==> config.mk <==
export PLATFORM = sky130hd
export DESIGN_NAME = uart_tx_fifo_flat
export DESIGN_NICKNAME = d
export VERILOG_FILES = /design/src/rtl/uart_tx_fifo_if.sv /design/src/rtl/uart_tx_fifo.sv /design/src/flat_wrapper.sv
export SDC_FILE = /design/constraint.sdc
export NUM_CORES = 1
export LEC_CHECK = 0
export ABC_CLOCK_PERIOD_IN_PS = 2450
export CORE_MARGIN = 2
export CORE_UTILIZATION = 53
export DETAILED_ROUTE_END_ITERATION = 6
export PLACE_DENSITY_LB_ADDON = 0.3
export RECOVER_POWER = 50
export SYNTH_ARGS = -nofsm -noshare
export SYNTH_HDL_FRONTEND = slang
export SYNTH_SLANG_ARGS = --single-unit
==> constraint.sdc <==
create_clock -name clock_input -period 2.45 [get_ports clock_input]
set_clock_uncertainty 0.05 [all_clocks]
set_input_delay 0.245 -clock clock_input [delete_from_list [all_inputs] [get_ports clock_input]]
set_output_delay 0.245 -clock clock_input [all_outputs]
set_load 0.1 [all_outputs]
==> src/rtl/uart_tx_fifo_if.sv <==
// rtl/uart_tx_fifo_if.sv - CPU write-path bundle for the UART transmit FIFO
interface uart_tx_fifo_if #(
    parameter int FIFO_ADDR_WIDTH = 2
) ();
    logic                       write_enable;
    logic [7:0]                 write_data;
    logic                       full;
    logic [FIFO_ADDR_WIDTH:0]   count;
    logic                       overflow;

    modport master (
        output write_enable,
        output write_data,
        input  full,
        input  count,
        input  overflow
    );

    modport slave (
        input  write_enable,
        input  write_data,
        output full,
        output count,
        output overflow
    );
endinterface

==> src/rtl/uart_tx_fifo.sv <==
// rtl/uart_tx_fifo.sv - byte FIFO feeding an 8N1 UART serialiser on a fixed clock divider
module uart_tx_fifo #(
    parameter int CLOCKS_PER_BIT  = 69,
    parameter int FIFO_ADDR_WIDTH = 2
) (
    input  logic               clock_input,
    input  logic               reset,
    uart_tx_fifo_if.slave      wr,
    output logic               busy,
    output logic               tx
);
    localparam int DEPTH = 1 << FIFO_ADDR_WIDTH;
    localparam logic [15:0] BAUD_LAST = 16'(CLOCKS_PER_BIT - 1);
    localparam logic [FIFO_ADDR_WIDTH:0] DEPTH_CNT = (FIFO_ADDR_WIDTH + 1)'(DEPTH);
    localparam logic [FIFO_ADDR_WIDTH:0] CNT_ONE = (FIFO_ADDR_WIDTH + 1)'(1);
    localparam logic [FIFO_ADDR_WIDTH-1:0] PTR_ONE = FIFO_ADDR_WIDTH'(1);

    localparam logic [1:0] S_IDLE  = 2'd0;
    localparam logic [1:0] S_START = 2'd1;
    localparam logic [1:0] S_DATA  = 2'd2;
    localparam logic [1:0] S_STOP  = 2'd3;

    logic [1:0]                 state_q, state_d;
    logic [15:0]                baud_q, baud_d;
    logic [2:0]                 bit_idx_q, bit_idx_d;
    logic [7:0]                 shift_q, shift_d;
    logic                       tx_q, tx_d;
    logic [FIFO_ADDR_WIDTH-1:0] wr_ptr_q, wr_ptr_d;
    logic [FIFO_ADDR_WIDTH-1:0] rd_ptr_q, rd_ptr_d;
    logic [FIFO_ADDR_WIDTH:0]   count_q, count_d;
    logic                       overflow_q, overflow_d;
    logic [7:0]                 mem_q [DEPTH];

    logic full_w;
    logic push;
    logic pop;
    logic baud_end;
    logic has_data;

    assign full_w   = (count_q == DEPTH_CNT);
    assign push     = wr.write_enable && !full_w;
    assign baud_end = (baud_q == BAUD_LAST);
    assign has_data = (count_q != '0);

    assign wr.full     = full_w;
    assign wr.count    = count_q;
    assign wr.overflow = overflow_q;
    assign busy        = (state_q != S_IDLE) || has_data;
    assign tx          = tx_q;

    // tx_d is always the line level for the cycle after this edge, so tx comes straight off a flop
    always_comb begin
        state_d   = state_q;
        baud_d    = baud_end ? 16'd0 : baud_q + 16'd1;
        bit_idx_d = bit_idx_q;
        tx_d      = tx_q;
        pop       = 1'b0;

        unique case (state_q)
            S_IDLE: begin
                baud_d = 16'd0;
                tx_d   = 1'b1;
                if (has_data) begin
                    pop     = 1'b1;
                    state_d = S_START;
                    tx_d    = 1'b0;
                end
            end
            S_START: begin
                if (baud_end) begin
                    state_d   = S_DATA;
                    bit_idx_d = 3'd0;
                    tx_d      = shift_q[0];
                end
            end
            S_DATA: begin
                if (baud_end) begin
                    if (bit_idx_q == 3'd7) begin
                        state_d = S_STOP;
                        tx_d    = 1'b1;
                    end else begin
                        bit_idx_d = bit_idx_q + 3'd1;
                        tx_d      = shift_q[bit_idx_q + 3'd1];
                    end
                end
            end
            S_STOP: begin
                if (baud_end) begin
                    if (has_data) begin
                        pop     = 1'b1;
                        state_d = S_START;
                        tx_d    = 1'b0;
                    end else begin
                        state_d = S_IDLE;
                        tx_d    = 1'b1;
                    end
                end
            end
            default: begin
                state_d = S_IDLE;
                tx_d    = 1'b1;
            end
        endcase
    end

    always_comb begin
        shift_d    = shift_q;
        wr_ptr_d   = wr_ptr_q;
        rd_ptr_d   = rd_ptr_q;
        count_d    = count_q;
        overflow_d = wr.write_enable && full_w;

        if (push) begin
            wr_ptr_d = wr_ptr_q + PTR_ONE;
        end
        // the shift register is loaded only here, so later pushes never touch the byte on the line
        if (pop) begin
            shift_d  = mem_q[rd_ptr_q];
            rd_ptr_d = rd_ptr_q + PTR_ONE;
        end

        unique case ({push, pop})
            2'b10:   count_d = count_q + CNT_ONE;
            2'b01:   count_d = count_q - CNT_ONE;
            default: count_d = count_q;
        endcase
    end

    always_ff @(posedge clock_input) begin
        if (reset) begin
            state_q    <= S_IDLE;
            baud_q     <= 16'd0;
            bit_idx_q  <= 3'd0;
            shift_q    <= 8'd0;
            tx_q       <= 1'b1;
            wr_ptr_q   <= '0;
            rd_ptr_q   <= '0;
            count_q    <= '0;
            overflow_q <= 1'b0;
        end else begin
            state_q    <= state_d;
            baud_q     <= baud_d;
            bit_idx_q  <= bit_idx_d;
            shift_q    <= shift_d;
            tx_q       <= tx_d;
            wr_ptr_q   <= wr_ptr_d;
            rd_ptr_q   <= rd_ptr_d;
            count_q    <= count_d;
            overflow_q <= overflow_d;
        end
    end

    always_ff @(posedge clock_input) begin
        if (!reset && push) begin
            mem_q[wr_ptr_q] <= wr.write_data;
        end
    end
endmodule

==> src/flat_wrapper.sv <==
// flat-port wrapper written by rule: the top's interface ports become plain ports
module uart_tx_fifo_flat 
#(
    parameter int CLOCKS_PER_BIT  = 69,
    parameter int FIFO_ADDR_WIDTH = 2
)
  (clock_input, reset, busy, tx, wr_write_enable, wr_write_data, wr_full, wr_count, wr_overflow);
  uart_tx_fifo_if #(.FIFO_ADDR_WIDTH(FIFO_ADDR_WIDTH)) wr_i ();
  input  logic clock_input;
  input  logic reset;
  output logic busy;
  output logic tx;
  input wire logic [$bits(wr_i.write_enable)-1:0] wr_write_enable;
  input wire logic [$bits(wr_i.write_data)-1:0] wr_write_data;
  output wire logic [$bits(wr_i.full)-1:0] wr_full;
  output wire logic [$bits(wr_i.count)-1:0] wr_count;
  output wire logic [$bits(wr_i.overflow)-1:0] wr_overflow;
  assign wr_i.write_enable = wr_write_enable;
  assign wr_i.write_data = wr_write_data;
  assign wr_full = wr_i.full;
  assign wr_count = wr_i.count;
  assign wr_overflow = wr_i.overflow;
  uart_tx_fifo #(.CLOCKS_PER_BIT(CLOCKS_PER_BIT), .FIFO_ADDR_WIDTH(FIFO_ADDR_WIDTH)) u_core (.clock_input(clock_input), .reset(reset), .wr(wr_i), .busy(busy), .tx(tx));
endmodule
==> results.ini <==
[detailed_routing]
route.vias.total = 1933
postRouteWirelength_mm = 5.287
drt_first_pass_iters = 5
drt-initial-drc-count = 103
vias_per_cell = 5.355
post_drt_wl_per_cell_um = 14.65
route.detailed.drc = 0
antenna_violating_nets_post_route = 0

[yosys]
syn_avg_cell_area_sq_um = 12.19
post_synth_num_cell_types = 43
synth.yosys.warnings = 0
synth.net_count = 279
synthesis.instances = 253
synthFlopType = dfxtp_1
seq_total_area_yosys = 0.5582
synth.ff_latch_count = 70
postSynth.asyncResetShare = 0
syn-cell-area_sq_mm = 0.003084
synth_enable_flop_cells = 32

[power_and_ir_drop]
pwr-share-comb = 0.363
vdd_ir_drop_max_uv = 677.3
power.density_mw_per_mm2 = 1070
internal_dissipation_mw = 2.407
switching_share = 0.3750
p_sw_mw = 1.444
leakage_nw = 1.283
fin_total_pwr_mw = 3.851
p_seq_frac = 0.391
clock_power_share = 0.246

[setup_path]
crit_type = register to register
crit_path_end_kind = register
cp_data_required_time_ns = 2.67
worstPathMaxFanout = 3
cp_data_arrival_time_ns = 2.61
cp-start-kind = register

[layout]
num-nets-final = 310
layout.cells.most_common_list = nor2_1, dfxtp_1, edfxtp_1
n_fill_cell = 443
drive_gt1_frac = 0.2042
multiInputGateArea_sq_mm = 0.001285
areaGrowthSynthToFinish_pct = 16.67
mostFrequentLayoutCell = nor2_1
num_antenna_cells = 0
regArea_sq_mm = 0.001735

[floorplan]
start_util = 0.5533
coreArea_sq_mm = 0.005574
placement_rows = 27
dieWidth_um = 80.29
io-pin-count = 18
dieArea_sq_mm = 0.006446
fp.dieH_um = 80.29

[sta]
setup_total_negative_slack_ns = 0
final.hold.worst_slack_ns = 0.4565
postLayoutSetupSlackWorst_ns = 0.06314
peak_freq_ghz = 0.4190
post-route-period-util = 0.9742
worst-slew-pin-transition_ns = 1.160
finalMaxSlewViolations = 0
hold_viol = 0
grt_setup_unrepaired = yes
setup-violations-final = 0
max-slew-margin-rel = 0.2302
period_minus_slack_ns = 2.387

[place]
preCtsSetupSlack_ns = -0.007379
placement.io_buffers = 17
detailed_place_hpwl_mm = 3.627
gp_congestion = 0.7622

[grt]
globalRoute.totalOverflow = 0
via_count_of_the_first_global_routing_pass = 1955
grt_start_max_net_pins = 18
first_pass_grt_wire_length_mm = 9.004
globalRouteTotalUtil = 0.1888
antenna_found_initial = 0

[clock_tree]
clock_path_buffers = 2
cts_hold_repair.buffers = 0
clk_pin_slew_worst_paths_ns = 0.08
cts-root-buf = clkbuf_8
cts.sink_count = 70
tritoncts = yes
clock_insertion_delay_worst_skew_ns = 0.34
htree_levels = 3
cts_made_buffers = 9

[run]
max_cap_violations = 0

[min_path]
hold_class = register to register

[outcome]
run_status = complete, no violations

cells in the mapped netlist, types with 6 or more instances:
master | number | area, sq um
xor2_1 | 9 | 78.83
dfxtp_1 | 38 | 760.7
edfxtp_1 | 32 | 960.9
or3_1 | 6 | 37.54
inv_1 | 14 | 52.55
mux4_2 | 10 | 225.2
nor2_1 | 37 | 138.9
and2_1 | 7 | 43.79
xnor2_1 | 7 | 61.31
mux2i_1 | 13 | 130.1
ha_1 | 14 | 175.2
a21oi_1 | 6 | 30.03
nand2_1 | 11 | 41.29
flip-flops by register name (all words and copies together) (netlist names):
signal,flops
u_core.mem_q,32
u_core.baud_q,16
u_core.shift_q,8
u_core.bit_idx_q,3
u_core.wr.count,3
u_core.rd_ptr_q,2
u_core.state_q,2
u_core.wr_ptr_q,2
u_core.tx,1
u_core.wr.overflow,1
power groups by stage:
stage | Combinational [mW] | Sequential, mW | Clock [mW]
global route | 1.52 | 1.53 | 1.01
floorplan | 0.962 | 1.65 | 0
finish | 1.40 | 1.51 | 0.948
global placement | 1.34 | 1.52 | 0
detailed placement | 1.37 | 1.53 | 0
CTS | 1.38 | 1.51 | 0.966
final timing paths:
path,start,endpoint,slack [ns],cells after the start
worst max register to register,u_core.baud_q[1],u_core.wr.count[2],0.06,11
worst max-delay path,u_core.baud_q[1],u_core.wr.count[2],0.06,11
worst min-delay path,u_core.shift_q[3],u_core.shift_q[3],0.46,2
worst min register to register,u_core.shift_q[3],u_core.shift_q[3],0.46,2
per-stage QoR:
step                  util  std cells  instance area, sq um
floorplan                -        253                  3117
global placement    0.6054        342                  3374
detailed placement  0.6054        342                  3374
CTS                 0.6444        359                  3592
global route        0.6456        361                  3598
finish              0.6456        361                  3598
per-layer routing:
| metal | GRT usage | wire length (um) |
|---|---|---|
| met1 | 0.2260 | 2396 |
| met2 | 0.3200 | 2640 |
| met3 | 0.04382 | 164 |
| met4 | 0.09153 | 86 |
| met5 | 0 | 0 |
cells by family (layout without fill, tap and decap cells):
kind of cell	count (synthesis)	after routing	synth area share
adders and majority gates	15	15	0.06329
muxes	23	23	0.1152
buffers and inverters	23	59	0.03286
DFF	70	70	0.5582
xor gates and xnor gates	16	16	0.04544
and+or+nand+nor	87	87	0.1460
AOI/OAI and AO/OA	19	19	0.03895
cell type report:
type,count,share of cell area
clock buffers,9,0.03442
clock inverters,7,0.02225
inverters,14,0.01460
multi-input cells,160,0.3571
flip-flops and latches,70,0.4823
well taps,72,0.02503
repair buffers,29,0.06433
critical path, stage by stage, from the launching register on:
cell and delay [ns]:
dfxtp_1 0.33, inv_1 0.05, ha_1 0.12, and4bb_1 0.21, and4_4 0.24, o21a_1 0.15, ha_2 0.18, inv_1 0.05
fa_2 0.33, xor2_1 0.15, or3_1 0.30, a21oi_1 0.14
what timing repair did:
item / in CTS / in global routing
resized for setup: 4 / 1
endpoints found under the setup margin: 1 / 1
cloned: 0 / 0
buffers inserted: 1 / 2
pin swaps: 0 / 1
No activity file was read; power rests on OpenSTA's default activity.
